--- config.mk ---
export PLATFORM = sky130hd
export DESIGN_NAME = ram_port_ctrl_flat
export DESIGN_NICKNAME = d
export VERILOG_FILES = /design/src/rtl/ram_port_ctrl_if.sv /design/src/rtl/ram_port_ctrl.sv /design/src/flat_wrapper.sv
export SDC_FILE = /design/constraint.sdc
export NUM_CORES = 1
export LEC_CHECK = 0
export CAP_MARGIN = 20
export CORE_ASPECT_RATIO = 0.6
export CORE_MARGIN = 4
export CORE_UTILIZATION = 30
export CTS_BUF_LIST = sky130_fd_sc_hd__clkbuf_4
export CTS_CLUSTER_SIZE = 20
export DETAILED_ROUTE_END_ITERATION = 6
export GPL_TIMING_DRIVEN = 1
export SETUP_SLACK_MARGIN = 0.1
export SYNTH_ARGS = -nofsm -noshare
export SYNTH_HDL_FRONTEND = slang
export SYNTH_SLANG_ARGS = --single-unit
--- constraint.sdc ---
create_clock -name clk -period 3.3 [get_ports clk]
set_input_delay 0.33 -clock clk [delete_from_list [all_inputs] [get_ports clk]]
set_output_delay 0.33 -clock clk [all_outputs]
set_load 0.05 [all_outputs]
--- src/rtl/ram_port_ctrl_if.sv ---
// Request, response and RAM-side signals of one ram_port_ctrl port.
// slave: the controller; master: the requester and the RAM together.
interface ram_port_ctrl_if #(
    parameter int unsigned ADDR_WIDTH = 17,
    parameter int unsigned DATA_WIDTH = 64,
    parameter int unsigned BYTE_WIDTH = 8
);
    localparam int unsigned BytesPerWord = DATA_WIDTH / BYTE_WIDTH;

    logic                    req_valid;
    logic                    req_ready;
    logic [ADDR_WIDTH-1:0]   req_addr;
    logic [BytesPerWord-1:0] req_strobe;
    logic [DATA_WIDTH-1:0]   req_wdata;

    logic                    resp_valid;
    logic                    resp_ready;
    logic [DATA_WIDTH-1:0]   resp_rdata;
    logic                    resp_write;

    logic                    ram_en;
    logic [ADDR_WIDTH-1:0]   ram_addr;
    logic [BytesPerWord-1:0] ram_strobe;
    logic [DATA_WIDTH-1:0]   ram_wdata;
    logic [DATA_WIDTH-1:0]   ram_rdata;

    modport slave (
        input  req_valid, req_addr, req_strobe, req_wdata, resp_ready, ram_rdata,
        output req_ready, resp_valid, resp_rdata, resp_write,
        output ram_en, ram_addr, ram_strobe, ram_wdata
    );

    modport master (
        output req_valid, req_addr, req_strobe, req_wdata, resp_ready, ram_rdata,
        input  req_ready, resp_valid, resp_rdata, resp_write,
        input  ram_en, ram_addr, ram_strobe, ram_wdata
    );
endinterface

--- src/rtl/ram_port_ctrl.sv ---
// Valid/ready front end for one block-RAM port: latency tracker plus credit-protected response FIFO.
// Optional RAM_PORT_CTRL_BYPASS_EN: returning data skips an empty FIFO when the consumer is ready.
module ram_port_ctrl #(
    parameter int unsigned ADDR_WIDTH   = 17,
    parameter int unsigned DATA_WIDTH   = 64,
    parameter int unsigned BYTE_WIDTH   = 8,
    parameter int unsigned READ_LATENCY = 2,
    parameter int unsigned RESP_DEPTH   = 4
) (
    input logic            clk,
    input logic            resetn,
    ram_port_ctrl_if.slave bus
);
    localparam int unsigned BytesPerWord = DATA_WIDTH / BYTE_WIDTH;
    localparam int unsigned PtrW         = (RESP_DEPTH > 1) ? $clog2(RESP_DEPTH) : 1;
    localparam int unsigned CntW         = $clog2(RESP_DEPTH + 1);
    localparam logic [PtrW-1:0] LastPtr  = PtrW'(RESP_DEPTH - 1);
    localparam logic [CntW-1:0] DepthCnt = CntW'(RESP_DEPTH);

    if (READ_LATENCY == 0) begin : g_check_latency
        $error("ram_port_ctrl: READ_LATENCY must be at least 1");
    end
    if (RESP_DEPTH == 0) begin : g_check_depth
        $error("ram_port_ctrl: RESP_DEPTH must be at least 1");
    end

    logic [ADDR_WIDTH-1:0]   addr;
    logic [BytesPerWord-1:0] strobe;
    logic                    accept;
    logic                    last_valid;
    logic                    last_write;
    logic                    bypass;
    logic                    push;
    logic                    pop;
    logic                    resp_done;
    logic                    fifo_empty;

    logic [READ_LATENCY-1:0] trk_valid_q, trk_valid_d;
    logic [READ_LATENCY-1:0] trk_write_q, trk_write_d;
    logic [PtrW-1:0]         wr_ptr_q, wr_ptr_d;
    logic [PtrW-1:0]         rd_ptr_q, rd_ptr_d;
    logic [CntW-1:0]         count_q, count_d;
    logic [CntW-1:0]         credit_q, credit_d;
    logic [DATA_WIDTH-1:0]   fifo_data_q [RESP_DEPTH];
    logic [RESP_DEPTH-1:0]   fifo_write_q;

    assign addr   = bus.req_addr;
    assign strobe = bus.req_strobe;

    // Credit covers both in-flight RAM reads and queued entries, so the FIFO cannot overflow.
    assign bus.req_ready = resetn && (credit_q < DepthCnt);
    assign accept        = bus.req_valid && bus.req_ready;

    assign bus.ram_en     = accept;
    assign bus.ram_addr   = addr;
    assign bus.ram_strobe = strobe;
    assign bus.ram_wdata  = bus.req_wdata;

    assign last_valid = trk_valid_q[READ_LATENCY-1];
    assign last_write = trk_write_q[READ_LATENCY-1];
    assign fifo_empty = (count_q == '0);

`ifdef RAM_PORT_CTRL_BYPASS_EN
    assign bypass = last_valid && fifo_empty && bus.resp_ready;
`else
    assign bypass = 1'b0;
`endif

    assign push      = last_valid && !bypass;
    assign pop       = !fifo_empty && bus.resp_ready;
    assign resp_done = pop || bypass;

    assign bus.resp_valid = resetn && (!fifo_empty || bypass);

    always_comb begin
        bus.resp_rdata = '0;
        bus.resp_write = 1'b0;
        if (resetn) begin
            if (!fifo_empty) begin
                bus.resp_rdata = fifo_data_q[rd_ptr_q];
                bus.resp_write = fifo_write_q[rd_ptr_q];
            end else if (bypass) begin
                bus.resp_rdata = bus.ram_rdata;
                bus.resp_write = last_write;
            end
        end
    end

    always_comb begin
        trk_valid_d    = '0;
        trk_write_d    = '0;
        trk_valid_d[0] = accept;
        trk_write_d[0] = accept && (|strobe);
        for (int i = 1; i < int'(READ_LATENCY); i++) begin
            trk_valid_d[i] = trk_valid_q[i-1];
            trk_write_d[i] = trk_write_q[i-1];
        end
    end

    always_comb begin
        wr_ptr_d = wr_ptr_q;
        rd_ptr_d = rd_ptr_q;
        if (push) begin
            wr_ptr_d = (wr_ptr_q == LastPtr) ? '0 : wr_ptr_q + 1'b1;
        end
        if (pop) begin
            rd_ptr_d = (rd_ptr_q == LastPtr) ? '0 : rd_ptr_q + 1'b1;
        end

        count_d = count_q;
        if (push && !pop) begin
            count_d = count_q + 1'b1;
        end else if (!push && pop) begin
            count_d = count_q - 1'b1;
        end

        // A response delivered this cycle returns its credit at the next edge only.
        credit_d = credit_q;
        if (accept && !resp_done) begin
            credit_d = credit_q + 1'b1;
        end else if (!accept && resp_done) begin
            credit_d = credit_q - 1'b1;
        end
    end

    always_ff @(posedge clk or negedge resetn) begin
        if (!resetn) begin
            trk_valid_q <= '0;
            trk_write_q <= '0;
            wr_ptr_q    <= '0;
            rd_ptr_q    <= '0;
            count_q     <= '0;
            credit_q    <= '0;
        end else begin
            trk_valid_q <= trk_valid_d;
            trk_write_q <= trk_write_d;
            wr_ptr_q    <= wr_ptr_d;
            rd_ptr_q    <= rd_ptr_d;
            count_q     <= count_d;
            credit_q    <= credit_d;
        end
    end

    // Storage needs no reset: entries are only read while the pointers say they are valid.
    always_ff @(posedge clk) begin
        if (push) begin
            fifo_data_q[wr_ptr_q]  <= bus.ram_rdata;
            fifo_write_q[wr_ptr_q] <= last_write;
        end
    end
endmodule

--- src/flat_wrapper.sv ---
// flat-port wrapper written by rule: the top's interface ports become plain ports
module ram_port_ctrl_flat 
#(
    parameter int unsigned ADDR_WIDTH   = 17,
    parameter int unsigned DATA_WIDTH   = 64,
    parameter int unsigned BYTE_WIDTH   = 8,
    parameter int unsigned READ_LATENCY = 2,
    parameter int unsigned RESP_DEPTH   = 4
)
  (clk, resetn, bus_req_valid, bus_req_addr, bus_req_strobe, bus_req_wdata, bus_resp_ready, bus_ram_rdata, bus_req_ready, bus_resp_valid, bus_resp_rdata, bus_resp_write, bus_ram_en, bus_ram_addr, bus_ram_strobe, bus_ram_wdata);
  ram_port_ctrl_if #(.ADDR_WIDTH(ADDR_WIDTH), .DATA_WIDTH(DATA_WIDTH), .BYTE_WIDTH(BYTE_WIDTH)) bus_i ();
  input logic clk;
  input logic resetn;
  input wire logic [$bits(bus_i.req_valid)-1:0] bus_req_valid;
  input wire logic [$bits(bus_i.req_addr)-1:0] bus_req_addr;
  input wire logic [$bits(bus_i.req_strobe)-1:0] bus_req_strobe;
  input wire logic [$bits(bus_i.req_wdata)-1:0] bus_req_wdata;
  input wire logic [$bits(bus_i.resp_ready)-1:0] bus_resp_ready;
  input wire logic [$bits(bus_i.ram_rdata)-1:0] bus_ram_rdata;
  output wire logic [$bits(bus_i.req_ready)-1:0] bus_req_ready;
  output wire logic [$bits(bus_i.resp_valid)-1:0] bus_resp_valid;
  output wire logic [$bits(bus_i.resp_rdata)-1:0] bus_resp_rdata;
  output wire logic [$bits(bus_i.resp_write)-1:0] bus_resp_write;
  output wire logic [$bits(bus_i.ram_en)-1:0] bus_ram_en;
  output wire logic [$bits(bus_i.ram_addr)-1:0] bus_ram_addr;
  output wire logic [$bits(bus_i.ram_strobe)-1:0] bus_ram_strobe;
  output wire logic [$bits(bus_i.ram_wdata)-1:0] bus_ram_wdata;
  assign bus_i.req_valid = bus_req_valid;
  assign bus_i.req_addr = bus_req_addr;
  assign bus_i.req_strobe = bus_req_strobe;
  assign bus_i.req_wdata = bus_req_wdata;
  assign bus_i.resp_ready = bus_resp_ready;
  assign bus_i.ram_rdata = bus_ram_rdata;
  assign bus_req_ready = bus_i.req_ready;
  assign bus_resp_valid = bus_i.resp_valid;
  assign bus_resp_rdata = bus_i.resp_rdata;
  assign bus_resp_write = bus_i.resp_write;
  assign bus_ram_en = bus_i.ram_en;
  assign bus_ram_addr = bus_i.ram_addr;
  assign bus_ram_strobe = bus_i.ram_strobe;
  assign bus_ram_wdata = bus_i.ram_wdata;
  ram_port_ctrl #(.ADDR_WIDTH(ADDR_WIDTH), .DATA_WIDTH(DATA_WIDTH), .BYTE_WIDTH(BYTE_WIDTH), .READ_LATENCY(READ_LATENCY), .RESP_DEPTH(RESP_DEPTH)) u_core (.clk(clk), .resetn(resetn), .bus(bus_i));
endmodule
======== After elaboration in Yosys (flattened, before gate mapping) ========
Memory sizes are Yosys's and may differ from the RTL's.
Cells that the tools add are included.
storage, ports and cells
  memories ................................ 1
  bits in writable memories ............... 256
  output and inout bits ................... 157
  register bits ........................... 18
  input bits .............................. 157
  logic and storage cells ................. 55
operators by class
  eq/ne operators ......................... 2
  reduce and logical (&&, ||, !) cells .... 18
  muxes and demuxes ....................... 17
  add/subtract/negate cells ............... 6
  order comparisons ....................... 4
memory list
  memory              depth  bits a word  read ports  clocked after Yosys merged registers in  wr ports  line                 RTL
  u_core.fifo_data_q  4      64           1           0                                        1         ram_port_ctrl.sv:44  logic [DATA_WIDTH-1:0] fifo_data_q [RESP_DEPTH];
operators by type and width
  operator                                             number
  two-way mux 64 bit                                   2
  two-way mux 3 bit                                    4
  logical AND 1 bit                                    10
  OR reduction 8 bit                                   1
  adder 3 x 1 -> 3 bit, second input constant          2
  < comparator 2 x 3 -> 1 bit, second input constant   2
  two-way mux 1 bit                                    6
  subtractor 3 x 1 -> 3 bit, second input constant     2
  adder 2 x 1 -> 2 bit, second input constant          2
  bitwise mux 4 bit                                    1
  equality test 2 bit, second input constant           2
  zero test 1 bit                                      4
  two-way mux 2 bit                                    2
  nonzero test 2 bit                                   2
  zero test 3 bit                                      1
  < comparator 3 bit, second input constant            1
  binary-select mux 1 bit (select 2 bit)               1
  demux 1 bit (select 2 bit)                           1
  >= comparator 2 x 1 -> 1 bit, second input constant  1

======== Longest topological paths before layout ========
  word-level depth ........................ 7
  depth in mapped cells ................... 8
  depth with buffers taken out ............ 8

======== Worst setup path after synthesis ========
No wires, ideal clock.
  kind .................................... register to register
  start ................................... register u_core.credit_q[2]
  end ..................................... register u_core.credit_q[2]
  slack ................................... 0.450 ns
  setup time .............................. 0.079 ns
  period minus slack after synthesis ...... 2.850 ns
  cell stages (with the launch flop) ...... 9
  arrival ................................. 2.771 ns
  buffers on the path ..................... 0
  data required time ...................... 3.221 ns
  path through ............................ dfrtp_1 nor2b_1 and2_1 ha_1 inv_1 fa_1 xor2_1 nor2_1 xor2_1
between the ends
  word-level cells in the longest chain between the ends .. 6
  elaborated cells between the ends (all ways) .. 11
  those cells by class .................... 2 x add/sub; 1 x order compare; 2 x mux; 6 x reduce/logical
RTL lines
  item                                 line                  RTL
  from (decl)                          ram_port_ctrl.sv:43   logic [CntW-1:0] credit_q, credit_d;
  from (signal assigned)               ram_port_ctrl.sv:140  credit_q <= credit_d;
  < comparator 3 bit *                 ram_port_ctrl.sv:51   assign bus.req_ready = resetn && (credit_q < DepthCnt);
  logical AND 1 bit *                  ram_port_ctrl.sv:51
  via bus_req_ready                    flat_wrapper.sv:20    output wire logic [$bits(bus_i.req_ready)-1:0] bus_req_ready;
  logical AND 1 bit *                  ram_port_ctrl.sv:52   assign accept = bus.req_valid && bus.req_ready;
  via bus_ram_en                       flat_wrapper.sv:24    output wire logic [$bits(bus_i.ram_en)-1:0] bus_ram_en;
  zero test 1 bit                      ram_port_ctrl.sv:121  end else if (!accept && resp_done) begin
  logical AND 1 bit                    ram_port_ctrl.sv:121
  nonzero test 2 bit (no source line)  n/a
The timed path passes the listed nets; every way through them passes the cells marked *. The select of a mux whose other input is x is not followed.
A chain may end at the register's enable or synchronous reset.

======== Worst setup path in the final report ========
  start ................................... register u_core.rd_ptr_q[0]
  end ..................................... output bus_resp_rdata[20]
between the ends
  word-level cells in the longest chain between the ends .. 3
RTL lines
  item                    line                  RTL
  from (decl)             ram_port_ctrl.sv:41   logic [PtrW-1:0] rd_ptr_q, rd_ptr_d;
  from (signal assigned)  ram_port_ctrl.sv:138  rd_ptr_q <= rd_ptr_d;
  memory (4 x 64 bit)     n/a
  two-way mux 64 bit      ram_port_ctrl.sv:79   if (!fifo_empty) begin
  two-way mux 64 bit      ram_port_ctrl.sv:78   if (resetn) begin
  to (decl)               flat_wrapper.sv:22    output wire logic [$bits(bus_i.resp_rdata)-1:0] bus_resp_rdata;
Every way passes these cells.

==> impl.org <==
** Floorplan
- Top Ports :: 314
- After floorplanning, the core was divided into 54 placement rows.
- The region available for standard cell placement spans 36700 sq um.
- Chip width :: 258 um
- Area of the die :: 40700 sq um
- Die Y-Extent :: ~160 um
- For this configuration, the core starts out at a cell density of 0.306.

** Setup path
- The critical path is of the reg2out type.
- Among cell families on the critical path, the largest total delay comes from buffers and inverters.
- The slowest stage of the critical path is the sky130_fd_sc_hd__mux4_2 cell.
- The number of buffers and inverters on the critical path is 3.
- STA classifies the critical path endpoint as an output port.
- Traced cell by cell, the critical path runs through buf_4 -> buf_12 -> mux4_2 -> and3_1 -> clkdlybuf4s15_2.
- At the worst endpoint, the required time is 2.97 ns.
- Crit start category :: flop
- For the worst setup path, the data arrival time is 2.65 ns.
- Maximum fanout along the worst path :: 17
- CP peak stage delay :: 0.54 ns

** Clock tree
- Clock-pin slew was measured on the worst setup and hold paths at 0.06 ns.
- Cts bufs inserted :: 71
- CTS placed an instance of sky130_fd_sc_hd__clkbuf_4 at the clock tree root.
- Buffers from clock root to sink, at most :: 3
- Clk Latency, worst-skew pair :: 0.70 ns
- Clock tree from TritonCTS :: done
- CTS saw 274 sinks.
- Depth of the CTS H-tree :: 3

** Route
- For this block, the initial DRC count from the detailed router was 338.
- After detailed routing, the total wire length is roughly 25000 um.
- Number of search-and-repair iterations in the first detailed-routing pass :: 4
- For this block, the via count after detailed routing is 5621.
- Post-route DRC :: 0
- Dividing the detail-routed wire length by the instance count gives 20.3 um.
- The count of nets left with antenna violations once routing finished came out at 0.
- Vias/cell :: 4.52

** Timing
- Max-slew violation total from the final report :: 0
- Across all hold checks on the routed design, the worst slack comes to 0.251 ns.
- Transition time at the pin with the least slew margin :: 0.532 ns
- Setup repair after global routing left no endpoint under its margin.
- Final setup viols :: 0
- The number of hold violations in the final report was 0.
- Derived from the worst setup path, the maximum achievable clock frequency is 0.336 GHz.
- Post-route minimum period :: 2.98 ns
- Between clock sinks in the finished design, the worst skew comes to 0.0309 ns.
- Once routing completed, OpenROAD measured the worst setup slack at 0.320 ns.
- Dividing the final minimum period by the clock period gives 0.903.
- In the final timing run, aggregate negative setup slack is 0 ns.
- In this run the tightest slew margin relative to its limit is 0.646.

** Synthesis
- Of the synthesized area, sequential elements account for 0.726.
- Averaged over all synthesized cells, the footprint is 19.9 sq um.
- Flops & latches, synth :: 274
- Number of instances in the synthesized netlist :: approximately 570
- During synthesis, Yosys emitted a total of 0 warnings.
- In this run the cell area of the synthesized design comes to about 11000 sq um.
- The netlist uses 23 different library cells.
- The number of nets in the synthesized netlist is 732.

** Place
- Area after DPL :: between 10000 and 15000 sq um
- Dpl hpwl :: 14900 um
- The congestion estimate from routability-driven global placement came to 0.671.
- Input and output buffers added on the ports amount to between 150 and 200.
- Post-place setup slack :: 0.408 ns

** Pwr
- For this design the ratio of total power to cell area is between 800 and 900 nW/um^2.
- The worst-case IR drop observed on VDD is 0.000397 V.
- Leak pwr :: approximately 5 nW
- Total chip power :: 0.0110 W

** Job
- The tool flagged a number of max-cap violations equal to 0.

** Global route
- Number of antenna violations at the first check in global routing :: 0
- Entering global routing, the biggest net connects 75 pins.
- For met3 alone, demand over resource in global routing was 0.0520.
- Via count of the first global-routing pass :: roughly 6300
- All-layer global routing usage :: 0.127
- First-pass GRT wire length :: 38400 um
- In the global route stage, met1 resource usage came out at 0.164.
- Top Usage Layer GRT :: met2
- For this run the aggregate overflow at the end of global routing stands at 0.
- For this run, global-route usage on met2 was measured as 0.195.

** Layout
- In the layout the commonest cells are sky130_fd_sc_hd__edfxtp_1 (260), sky130_fd_sc_hd__clkbuf_4 (98), sky130_fd_sc_hd__clkdlybuf4s50_1 (85), sky130_fd_sc_hd__mux4_2 (65), sky130_fd_sc_hd__and3_1 (65).
- Total non-filler cell area in the finished layout :: 13600 sq um
- After the last flow step, the layout net total stands at 864.
- The library cell used most frequently in the layout, excluding fill and tap cells, is sky130_fd_sc_hd__edfxtp_1.
- From synthesis to final layout, the design area changed by 20.7%.
- Fill cells :: about 3400
- Share of post-route cells with drive strength above 1 :: 0.333

** Hold path
- Hold Path Class :: in2reg

** Status
- The run finished with clean final reports.
-- registers in the layout (all words and copies together), names as in the netlist --
register and cells:
u_core.credit_q 3, u_core.rd_ptr_q 2, u_core.count_q 3, u_core.fifo_data_q 256
u_core.trk_valid_q 2, u_core.fifo_write_q 4, u_core.wr_ptr_q 2, u_core.trk_write_q 2
-- what timing repair did --
item	CTS	global route
endpoints found under the setup margin	64	26
gates resized for setup	79	49
gates cloned	0	0
buffers inserted	7	0
hold buffers	1	0
hold endpoints to repair	14	0
-- routing by layer --
metal | vias up | routed length, um
met1 | 2894 | 11200
met3 | 42 | 1760
li1 | 2457 | -
met5 | - | 0
met4 | 0 | 429
met2 | 228 | 11800
-- path summary, 6_finish.rpt --
path                                            start                    end  slack (ns)  cells after the start
worst max-delay path               u_core.rd_ptr_q[0]     bus_resp_rdata[20]        0.32                      5
worst min-delay path                    bus_req_valid  u_core.trk_valid_q[0]        0.25                      2
worst max register to register      u_core.count_q[0]      u_core.count_q[2]        0.91                      8
worst min register to register  u_core.trk_valid_q[0]  u_core.trk_valid_q[1]        0.35                      0
max in group asynchronous                      resetn     u_core.rd_ptr_q[0]        2.69                      3
min in group asynchronous                      resetn     u_core.credit_q[2]        0.27                      3
-- power by group --
part	leakage (nW)	internal, W	switching (W)	total [W]
logic	1.83	0.00162	0.00236	0.00398
clock network	0.508	0.00145	0.00135	0.00280
registers	2.52	0.00413	0.000126	0.00426
-- per-stage QoR --
step / util / std cells
after floorplan: - / 566
after global placement: 0.347 / 1121
after detailed placement: 0.347 / 1121
after CTS: 0.372 / 1243
after global routing: 0.370 / 1243
final: 0.370 / 1244
-- final cells by class --
| cell class | instances | area (sq um) | share of cell area |
|---|---|---|---|
| clock inverter | 16 | 101 | 0.00747 |
| antenna | 1 | 2.50 | 0.000184 |
| inverter | 5 | 18.8 | 0.00138 |
| multi-input combinational | 169 | 2210 | 0.163 |
| clock buffer | 98 | 736 | 0.0542 |
| tap | 504 | 631 | 0.0465 |
| sequential | 274 | 8170 | 0.602 |
| timing repair buffer | 177 | 1700 | 0.125 |
-- logic make-up after synthesis --
group,Yosys count,share of synthesized area
AND/OR/NAND/NOR,82,0.0438
AO/OA/AOI/OAI,3,0.00156
XOR/XNOR,6,0.00467
flip-flops,274,0.726
adder cells (fa/ha/maj),9,0.0114
multiplexers,69,0.134
buffers and inverters,123,0.0788
-- worst register-to-register path: cells and delay by family, from the launching register on --
family        cells  cell delay (ns)
xor+xnor          2             0.32
fa+ha+maj         2             0.67
buf+inv           1             0.07
flops             1             0.42
simple gates      3             0.83
-- synthesized netlist by cell type, drive strengths merged --
| cell | instances | area share |
|---|---|---|
| mux2 | 4 | 0.0040 |
| and2 | 5 | 0.0028 |
| nand2 | 4 | 0.0013 |
| mux4 | 65 | 0.13 |
| o21ai | 2 | 0.00089 |
| clkbuf | 16 | 0.0053 |
| nor2b | 1 | 0.00056 |
| buf | 102 | 0.072 |
| nor4 | 2 | 0.0011 |
| dfrtp | 14 | 0.031 |
| edfxtp | 260 | 0.69 |
| xor2 | 4 | 0.0031 |
| nor2 | 4 | 0.0013 |
| fa | 2 | 0.0036 |
| a21boi | 1 | 0.00067 |
| and3 | 65 | 0.036 |
| inv | 5 | 0.0017 |
| or3 | 1 | 0.00056 |
| ha | 7 | 0.0078 |
| xnor2 | 2 | 0.0016 |
Note: power is estimated with default switching activity, not from simulation.
